$ cat src/rtl/mips_mem_pkg.sv
// Shared encodings for the MEM stage of the 5-stage MIPS core: load/store size
// selectors, write-back source select, MEM-stage FSM states and timeout default.
package mips_mem_pkg;

    typedef enum logic [2:0] {
        RB_LW  = 3'b000,
        RB_LH  = 3'b001,
        RB_LHU = 3'b010,
        RB_LB  = 3'b011,
        RB_LBU = 3'b100
    } mem_rbits_e;

    typedef enum logic [1:0] {
        WR_SW = 2'b00,
        WR_SH = 2'b01,
        WR_SB = 2'b10
    } mem_wrbits_e;

    typedef enum logic [1:0] {
        M2R_LOAD = 2'b00,
        M2R_ALU  = 2'b01,
        M2R_PC4  = 2'b10,
        M2R_ZERO = 2'b11
    } memtoreg_e;

    typedef enum logic {
        ST_IDLE = 1'b0,
        ST_BUSY = 1'b1
    } mem_state_e;

    localparam int TIMEOUT_DEFAULT = 16;

    // Little-endian byte enables for a store of the given size at the given offset.
    function automatic logic [3:0] store_be(input logic [1:0] wrbits, input logic [1:0] addr_lo);
        logic [3:0] be;
        be = 4'b1111;
        case (wrbits)
            WR_SH:   be = addr_lo[1] ? 4'b1100 : 4'b0011;
            WR_SB:   be = 4'b0001 << addr_lo;
            default: be = 4'b1111;
        endcase
        return be;
    endfunction

endpackage

$ cat src/rtl/load_align.sv
// Load extraction: picks the byte/halfword lane out of the read word and
// sign- or zero-extends it to 32 bits.
module load_align
    import mips_mem_pkg::*;
(
    input  logic [1:0]  addr_lo,
    input  logic [2:0]  rbits,
    input  logic [31:0] rdata,
    output logic [31:0] load_data
);

    logic [7:0]  byte_sel;
    logic [15:0] half_sel;

    always_comb begin
        byte_sel = rdata[7:0];
        case (addr_lo)
            2'd0:    byte_sel = rdata[7:0];
            2'd1:    byte_sel = rdata[15:8];
            2'd2:    byte_sel = rdata[23:16];
            default: byte_sel = rdata[31:24];
        endcase
        half_sel = addr_lo[1] ? rdata[31:16] : rdata[15:0];
    end

    always_comb begin
        load_data = rdata;
        case (rbits)
            RB_LH:   load_data = {{16{half_sel[15]}}, half_sel};
            RB_LHU:  load_data = {16'h0000, half_sel};
            RB_LB:   load_data = {{24{byte_sel[7]}}, byte_sel};
            RB_LBU:  load_data = {24'h000000, byte_sel};
            default: load_data = rdata;
        endcase
    end

endmodule

$ cat src/rtl/mem_wb_stage.sv
// MEM stage and MEM/WB register: data-memory handshake with timeout, store lane
// steering, load extension and write-back select. Define MEM_ALIGN_TRAP_EN to trap misaligned accesses.
module mem_wb_stage
    import mips_mem_pkg::*;
#(
    parameter int TIMEOUT_CYCLES = TIMEOUT_DEFAULT,
    parameter int CNT_W          = 8
) (
    input  logic        clk,
    input  logic        rst,
    input  logic [31:0] EXMEMALUResult,
    input  logic [31:0] EXMEMMemWriteData,
    input  logic [31:0] EXMEMPCPlus4,
    input  logic [4:0]  EXMEMRegRd,
    input  logic        EXMEMRegWrite,
    input  logic        EXMEMMemRead,
    input  logic        EXMEMMemWrite,
    input  logic [2:0]  EXMEMMemRBits,
    input  logic [1:0]  EXMEMMemWrBits,
    input  logic [1:0]  EXMEMMemtoReg,
    output logic        dm_req,
    output logic        dm_we,
    output logic [31:0] dm_addr,
    output logic [31:0] dm_wdata,
    output logic [3:0]  dm_be,
    input  logic        dm_ack,
    input  logic [31:0] dm_rdata,
    output logic        mem_stall,
    output logic        mem_err,
`ifdef MEM_ALIGN_TRAP_EN
    output logic        align_err,
`endif
    output logic        MEMWBRegWrite,
    output logic [4:0]  MEMWBRegRd,
    output logic [31:0] WriteDataFinal
);

    localparam logic [CNT_W-1:0] TIMEOUT_CNT = CNT_W'(TIMEOUT_CYCLES);

    mem_state_e       state_q, state_d;
    logic [CNT_W-1:0] cnt_q, cnt_d;

    logic        regwrite_q, regwrite_d;
    logic [4:0]  regrd_q, regrd_d;
    logic [31:0] wbdata_q, wbdata_d;

    logic        memop;
    logic        is_write;
    logic        trap;
    logic        access_live;
    logic        timeout_now;
    logic        bubble;
    logic [31:0] load_data;
    logic [31:0] wb_sel;

    assign memop    = EXMEMMemRead | EXMEMMemWrite;
    assign is_write = EXMEMMemWrite & ~EXMEMMemRead;

`ifdef MEM_ALIGN_TRAP_EN
    logic align_err_q, align_err_d;
    logic misaligned;

    always_comb begin
        misaligned = 1'b0;
        if (EXMEMMemRead) begin
            case (EXMEMMemRBits)
                RB_LW:         misaligned = |EXMEMALUResult[1:0];
                RB_LH, RB_LHU: misaligned = EXMEMALUResult[0];
                default:       misaligned = 1'b0;
            endcase
        end else if (EXMEMMemWrite) begin
            case (EXMEMMemWrBits)
                WR_SW:   misaligned = |EXMEMALUResult[1:0];
                WR_SH:   misaligned = EXMEMALUResult[0];
                default: misaligned = 1'b0;
            endcase
        end
    end

    assign trap        = memop & misaligned & (state_q == ST_IDLE);
    assign align_err_d = align_err_q | trap;
    assign align_err   = align_err_q;

    always_ff @(posedge clk or negedge rst) begin
        if (!rst) begin
            align_err_q <= 1'b0;
        end else begin
            align_err_q <= align_err_d;
        end
    end
`else
    assign trap = 1'b0;
`endif

    assign access_live = memop & ~trap;
    assign timeout_now = (state_q == ST_BUSY) & ~dm_ack & (cnt_q == TIMEOUT_CNT);

    always_ff @(posedge clk or negedge rst) begin
        if (!rst) begin
            state_q <= ST_IDLE;
            cnt_q   <= '0;
        end else begin
            state_q <= state_d;
            cnt_q   <= cnt_d;
        end
    end

    always_comb begin
        state_d = state_q;
        cnt_d   = cnt_q;
        case (state_q)
            ST_IDLE: begin
                if (access_live && !dm_ack) begin
                    state_d = ST_BUSY;
                    cnt_d   = CNT_W'(1);
                end
            end
            ST_BUSY: begin
                if (dm_ack || timeout_now) begin
                    state_d = ST_IDLE;
                    cnt_d   = '0;
                end else begin
                    cnt_d = cnt_q + CNT_W'(1);
                end
            end
            default: begin
                state_d = ST_IDLE;
                cnt_d   = '0;
            end
        endcase
    end

    // Request/stall are gated by rst so an access in flight drops the bus the moment reset asserts.
    always_comb begin
        dm_req    = rst & ((state_q == ST_BUSY) | access_live);
        mem_stall = rst & access_live & ~dm_ack & ~timeout_now;
        mem_err   = rst & (timeout_now | trap);
        dm_we     = dm_req & is_write;
        dm_addr   = {EXMEMALUResult[31:2], 2'b00};
        dm_be     = 4'b0000;
        if (dm_req) begin
            dm_be = is_write ? store_be(EXMEMMemWrBits, EXMEMALUResult[1:0]) : 4'b1111;
        end
        case (EXMEMMemWrBits)
            WR_SH:   dm_wdata = {2{EXMEMMemWriteData[15:0]}};
            WR_SB:   dm_wdata = {4{EXMEMMemWriteData[7:0]}};
            default: dm_wdata = EXMEMMemWriteData;
        endcase
    end

    load_align u_load_align (
        .addr_lo   (EXMEMALUResult[1:0]),
        .rbits     (EXMEMMemRBits),
        .rdata     (dm_rdata),
        .load_data (load_data)
    );

    always_comb begin
        case (EXMEMMemtoReg)
            M2R_LOAD: wb_sel = load_data;
            M2R_ALU:  wb_sel = EXMEMALUResult;
            M2R_PC4:  wb_sel = EXMEMPCPlus4;
            default:  wb_sel = 32'h0000_0000;
        endcase
    end

    // A stalled, abandoned or trapped access writes a bubble; destination and data just hold.
    assign bubble = mem_stall | timeout_now | trap;

    always_comb begin
        regwrite_d = 1'b0;
        regrd_d    = regrd_q;
        wbdata_d   = wbdata_q;
        if (!bubble) begin
            regwrite_d = EXMEMRegWrite & (EXMEMRegRd != 5'd0);
            regrd_d    = EXMEMRegRd;
            wbdata_d   = wb_sel;
        end
    end

    always_ff @(posedge clk or negedge rst) begin
        if (!rst) begin
            regwrite_q <= 1'b0;
            regrd_q    <= 5'd0;
            wbdata_q   <= 32'h0000_0000;
        end else begin
            regwrite_q <= regwrite_d;
            regrd_q    <= regrd_d;
            wbdata_q   <= wbdata_d;
        end
    end

    assign MEMWBRegWrite  = regwrite_q;
    assign MEMWBRegRd     = regrd_q;
    assign WriteDataFinal = wbdata_q;

endmodule

$ cat config.mk
export PLATFORM = sky130hd
export DESIGN_NAME = mem_wb_stage
export DESIGN_NICKNAME = d
export VERILOG_FILES = /design/src/rtl/mips_mem_pkg.sv /design/src/rtl/load_align.sv /design/src/rtl/mem_wb_stage.sv
export SDC_FILE = /design/constraint.sdc
export NUM_CORES = 1
export LEC_CHECK = 0
export CAP_MARGIN = 20
export CORE_ASPECT_RATIO = 1.25
export CORE_MARGIN = 2
export CORE_UTILIZATION = 38
export CTS_CLUSTER_SIZE = 20
export DETAILED_ROUTE_END_ITERATION = 10
export GPL_TIMING_DRIVEN = 0
export PLACE_DENSITY = 0.92
export SKIP_CTS_REPAIR_TIMING = 1
export SLEW_MARGIN = 20
export SYNTH_ARGS = -nofsm -noshare
export SYNTH_HDL_FRONTEND = slang
export SYNTH_SLANG_ARGS = --single-unit
$ cat constraint.sdc
create_clock -name clk -period 2.4 [get_ports clk]
set_input_delay 0.48 -clock clk [delete_from_list [all_inputs] [get_ports clk]]
set_output_delay 0.48 -clock clk [all_outputs]
set_load 0.02 [all_outputs]
==> metrics.cfg, run 1 <==
[worst_setup_path]
crit_path_end_kind=output port
reg2reg_setup_slack_ps=110
reg2reg_from=cnt_q[0]
crit_slowest_cell=clkdlybuf4s50_1
path_max_fanout=10
ff2ff_path_depth=8
worstSetupPathType=in -> out
reg2reg_to=WriteDataFinal[15]
cp.arrival_ps=1960
path_cells=clkdlybuf4s50_1 > buf_6 > buf_6 > inv_1 > nand3_1 > a21oi_1 > clkbuf_2
required_ps=1920
start_kind=input pin
critPathMaxStageDelay_ps=480
crit_top_cell=buf_6

[yosys]
yosys-top-cells-count=nand2_1 (52), nor2_1 (52), dfrtp_1 (47), buf_4 (44), a21oi_1 (27)
syn-instance-count=503
synth_top_area_cell=dfrtp_1
synth.area.top_cells=dfrtp_1 (28%), buf_4 (7.8%), a221oi_1 (5.0%), nand2_1 (4.6%), nor2_1 (4.6%)
ys_ff_latch=47
synth_seq_area_share_pct=27.9
synth_warnings=0
ys_types=57
synthFlopType=dfrtp_1
synth.avg_cell_area_sq_um=8.38
synth_top_cell_area_share_pct=27.9
async_flop_share_pct=100
synth_area_sq_mm=0.00422
synth_edf_count=0

[drt]
vias_per_cell=5.80
wl_per_cell_um=19.6
via_count=5220
dr.pass1.iters=6
route.antenna.remaining_nets=0
drtIter0Drc=537
drt_wl_total_mm=17.7
drc=0

[grt]
grt_max_degree=54
overflow=0
grt_pass1_wl_mm=26.3
antenna_found_initial=0
grtUsageTotal_pct=27.6
grt_pass1_vias=4887

[power_and_ir_drop]
power_density_mw_per_mm2=476
leakagePower_uw=0.00331
ir_worst_vdd_mv=0.420

[clocking]
cts_buffers=5
path_clk_slew_ps=70
clock_latency_ps=300
clockBufferDepth=2
cts_htree_levels=2
cts_tree=done
cts.sinks=47
cts_root_buffer=clkbuf_16

[timing]
finalMaxSlewViolations=0
period_share_pct=102
skew_ps=6.31
relSlewSlack_pct=41.5
post-route-min-period_ps=2440
timing.fmax_mhz=409
hold_viol=0
finalSetupTns_ps=-62.9
tightestPinTransition_ps=874
worst_slack_ps=-43.2
setup_violations=2

[run]
drv_cap=0

[final_layout]
finalNetCount=914
multi_input_area_sq_mm=0.00256
drive_gt1_share_pct=15.6
diodes=0
fillers=863
seq_area_sq_mm=0.00118
synthToLayoutAreaGrowth_pct=71.9
stdcell_count=900

[placed_design]
dpl.cell_count=889
place.gp.congestion=0.925
hpwl_mm=13.4
port_buffers=250

[die]
initial_utilization_pct=38.4
dieArea_sq_mm=0.0120
core_sq_mm=0.0110
io_pins=256
die_h_um=122
dieWidth_um=98.2
num_rows=43

[status]
status=finished, violations left
violations=setup timing

[min_path]
hold_class=in -> async

-- how the worst max path moves through the flow --
stage / endpoint / cells past startpoint / startpoint / slack, ps
after floorplan: dm_be[0] / 6 / EXMEMMemWrBits[0] / 200
after global placement: dm_be[3] / 4 / rst / -2260
after CTS: dm_be[3] / 8 / EXMEMMemWrBits[0] / -960
final: dm_be[1] / 7 / EXMEMALUResult[1] / -40
after global routing: dm_be[1] / 7 / EXMEMALUResult[1] / -80
after detailed placement: dm_be[3] / 8 / EXMEMMemWrBits[0] / -950
-- cell families after synthesis --
family / share of synthesized area [%]
buf+inv: 12.8
compound gates: 29.3
other cells: 0.0889
fa+ha+maj: 1.19
mux: 10.4
xor+xnor: 1.22
flops: 27.9
simple gates: 17.2
-- registers in the layout, summed over array words and instances, names as in the netlist --
| name | flops |
|---|---|
| state_q | 1 |
| MEMWBRegRd | 5 |
| cnt_q | 8 |
| MEMWBRegWrite | 1 |
| WriteDataFinal | 32 |
-- power by group --
group          internal [uW]  switching (uW)
Clock                    597             322
Sequential               894            78.4
Combinational            781             778
Total                   2270            1180
-- per-stage QoR --
stage                     total power [uW]  setup WS (ps)  hold WS, ps  utilization, %  area, sq um
final                                 3450          -43.2          123            66.0         7250
after detailed placement              2490           -953          469            62.8         6890
after CTS                             3420           -961          250            64.5         7080
after floorplan                       1720            202          184               -         4220
after global placement                2470          -2260          458            62.8         6890
after global routing                  3600          -76.5          168            66.0         7250
-- final cells by class --
class	count	share of cell area, %
Clock buffer	5	1.73
Timing Repair Buffer	256	35.9
Buffer	79	7.15
Sequential cell	47	16.2
Inverter	9	0.466
Tap cell	135	2.33
Clock inverter	3	0.932
Multi-Input combinational cell	366	35.3
-- critical path: cells and delay by family --
| family | cells | cell delay, ps |
|---|---|---|
| buffers and inverters | 5 | 1130 |
| AOI/OAI and AO/OA | 1 | 250 |
| and+or+nand+nor | 1 | 110 |
-- placed cells by master, fill, tap and decap left out, types with 16 or more instances in the layout --
cell,n
a22o_1,18
a221oi_1,24
dlymetal6s2s_1,28
nor2_1,52
a21oi_1,25
o22ai_1,18
buf_4,52
nand2_1,52
dfrtp_1,47
clkdlybuf4s50_1,216
o21ai_0,19
mux2i_1,16
-- routing by layer --
layer,vias up,track usage (%),routed length (um)
li1,2379,-,-
met1,2487,37.7,7180
met2,304,42.3,8220
met3,50,5.97,1470
met4,0,12.1,792
met5,-,0,0
(Power assumes the default switching activity.)
==> run 2: changes to the inputs <==
- clock period: 2.4 -> 2.45 ns (I/O delays scaled with it)
==> metrics.cfg, run 2 (synthesis results as in run 1) <==
[die]
io_pins=256  ; unchanged
dieWidth_um=98.2  ; unchanged
num_rows=43  ; unchanged
dieArea_sq_mm=0.0120  ; unchanged
die_h_um=122  ; unchanged
core_sq_mm=0.0110  ; unchanged
initial_utilization_pct=38.4  ; unchanged

[grt]
overflow=0  ; unchanged
grt_max_degree=54  ; unchanged
grtUsageTotal_pct=27.6  ; unchanged
antenna_found_initial=0  ; unchanged
grt_pass1_vias=4887  ; unchanged
grt_pass1_wl_mm=26.3  ; unchanged

[min_path]
hold_class=in -> async  ; unchanged

[placed_design]
port_buffers=250  ; unchanged
place_area_sq_mm=0.00689  ; unchanged
hpwl_mm=13.4  ; unchanged
pre_cts_slack_ps=-923  ; was -953 ps
place.gp.congestion=0.925  ; unchanged

[drt]
vias_per_cell=5.78  ; was 5.80
wl_per_cell_um=19.7  ; was 19.6 um
route.antenna.remaining_nets=0  ; unchanged
drt_wl_total_mm=17.7  ; about the same
dr.pass1.iters=5  ; was 6
via_count=5203  ; was 5220
drc=0  ; unchanged
drtIter0Drc=553  ; was 537

[clocking]
cts_buffers=5  ; unchanged
clock_latency_ps=290  ; was 300 ps
clockBufferDepth=2  ; unchanged
cts_root_buffer=clkbuf_16  ; unchanged
cts_htree_levels=2  ; unchanged
cts_tree=done  ; unchanged
path_clk_slew_ps=70  ; about the same
cts.sinks=47  ; unchanged

[run]
drv_cap=0  ; unchanged

[timing]
setup_violations=2  ; unchanged
post-route-min-period_ps=2460
period_share_pct=100
skew_ps=5.48  ; was 6.31 ps
timing.fmax_mhz=407
finalMaxSlewViolations=0  ; unchanged
hold_viol=0  ; unchanged
whs_ps=136  ; was 123 ps
relSlewSlack_pct=42.8  ; was 41.5%
tightestPinTransition_ps=855  ; was 874 ps
worst_slack_ps=-7.19  ; was -43.2 ps

[final_layout]
most-common-layout-cells=clkdlybuf4s50_1 (216), nand2_1 (52), nor2_1 (52), buf_4 (52), dfrtp_1 (47)  ; unchanged
final_common_cell=clkdlybuf4s50_1  ; unchanged
diodes=0  ; unchanged
fillers=859  ; was 863
largest_reg_flops=32  ; unchanged
multi_input_area_sq_mm=0.00256  ; unchanged
drive_gt1_share_pct=15.4  ; was 15.6%
finalNetCount=914  ; unchanged
fin_area_sq_mm=0.00725  ; about the same
seq_area_sq_mm=0.00118  ; unchanged
post-route-util_pct=66.1  ; was 66.0%
synthToLayoutAreaGrowth_pct=72.0  ; was 71.9%

[power_and_ir_drop]
ir_worst_vdd_mv=0.407  ; was 0.420 mV
power_density_mw_per_mm2=466  ; was 476 mW/mm^2
leakagePower_uw=0.00332  ; was 0.00331 uW

[worst_setup_path]
required_ps=1960  ; was 1920 ps
crit_top_cell=buf_6  ; unchanged
path_max_fanout=10  ; unchanged
ff2ff_path_depth=8  ; unchanged
reg2reg_to=WriteDataFinal[15]  ; unchanged
path_cells=clkdlybuf4s50_1 > buf_6 > buf_6 > inv_1 > nand3_1 > a21oi_1 > clkbuf_2  ; unchanged
reg2reg_setup_slack_ps=160  ; was 110 ps
path_delay_family=buffers and inverters  ; unchanged
crit_path_end_kind=output port  ; unchanged
reg2reg_from=cnt_q[0]  ; unchanged
start_kind=input pin  ; unchanged
crit_slowest_cell=clkdlybuf4s50_1  ; unchanged
critPathMaxStageDelay_ps=480  ; about the same
crit_buf_inv=5  ; unchanged
worstSetupPathType=in -> out  ; unchanged
cp.arrival_ps=1970  ; was 1960 ps

[status]
status=finished, violations left  ; unchanged
violations=setup timing  ; unchanged

-- run 2: cell types whose count changed in the layout (fill, tap and decap cells not counted) --
| cell | previous run | this run |
|---|---|---|
| clkbuf_2 | 9 | 8 |
| dlymetal6s2s_1 | 28 | 29 |
-- run 2: area by class of cell --
type | count | area share (%)
timing repair buffer | 256 | 35.9
sequential | 47 | 16.2
buffer | 79 | 7.14
inverter | 9 | 0.466
multi-input combinational | 366 | 35.3
tap | 135 | 2.33
clock buffer | 5 | 1.72
clock inverter | 3 | 0.931
-- run 2: worst register-to-register path: stages, from the launching register on --
cell,delay (ps)
dfrtp_1,400
inv_1,90
ha_1,200
nor4b_4,140
buf_4,150
a32oi_2,430
clkbuf_1,530
nor2_1,80
o22ai_1,180
-- run 2: per-stage QoR --
| step | instances | total power, uW | setup TNS (ps) |
|---|---|---|---|
| 2_1_floorplan | 504 | 1680 | 0 |
| 3_3_place_gp | 889 | 2420 | -134470 |
| 3_5_place_dp | 889 | 2440 | -29760 |
| 4_1_cts | 897 | 3350 | -24230 |
| 5_1_grt | 900 | 3530 | -63.0 |
| 6_report | 900 | 3380 | -11.7 |
-- run 2: how the worst max path moves through the flow --
| stage | cells past startpoint | to | from |
|---|---|---|---|
| 2_1_floorplan | 6 | dm_be[0] | EXMEMMemWrBits[0] |
| 3_3_place_gp | 4 | dm_be[3] | rst |
| 3_5_place_dp | 8 | dm_be[3] | EXMEMMemWrBits[0] |
| 4_1_cts | 8 | dm_be[3] | EXMEMMemWrBits[0] |
| 5_1_grt | 7 | dm_be[1] | EXMEMALUResult[1] |
| 6_report | 7 | dm_be[1] | EXMEMALUResult[1] |
-- run 2: per-layer routing --
metal	track usage, %	vias up	wire length, um
met2	42.3	288	8320
li1	-	2376	-
met4	12.1	0	726
met5	0	-	0
met3	5.97	45	1440
met1	37.7	2494	7230
-- run 2: power breakdown --
part / switching [uW] / total (uW) / internal [uW]
Clock: 314 / 899 / 585
Combinational: 763 / 1530 / 765
Sequential: 76.7 / 952 / 876
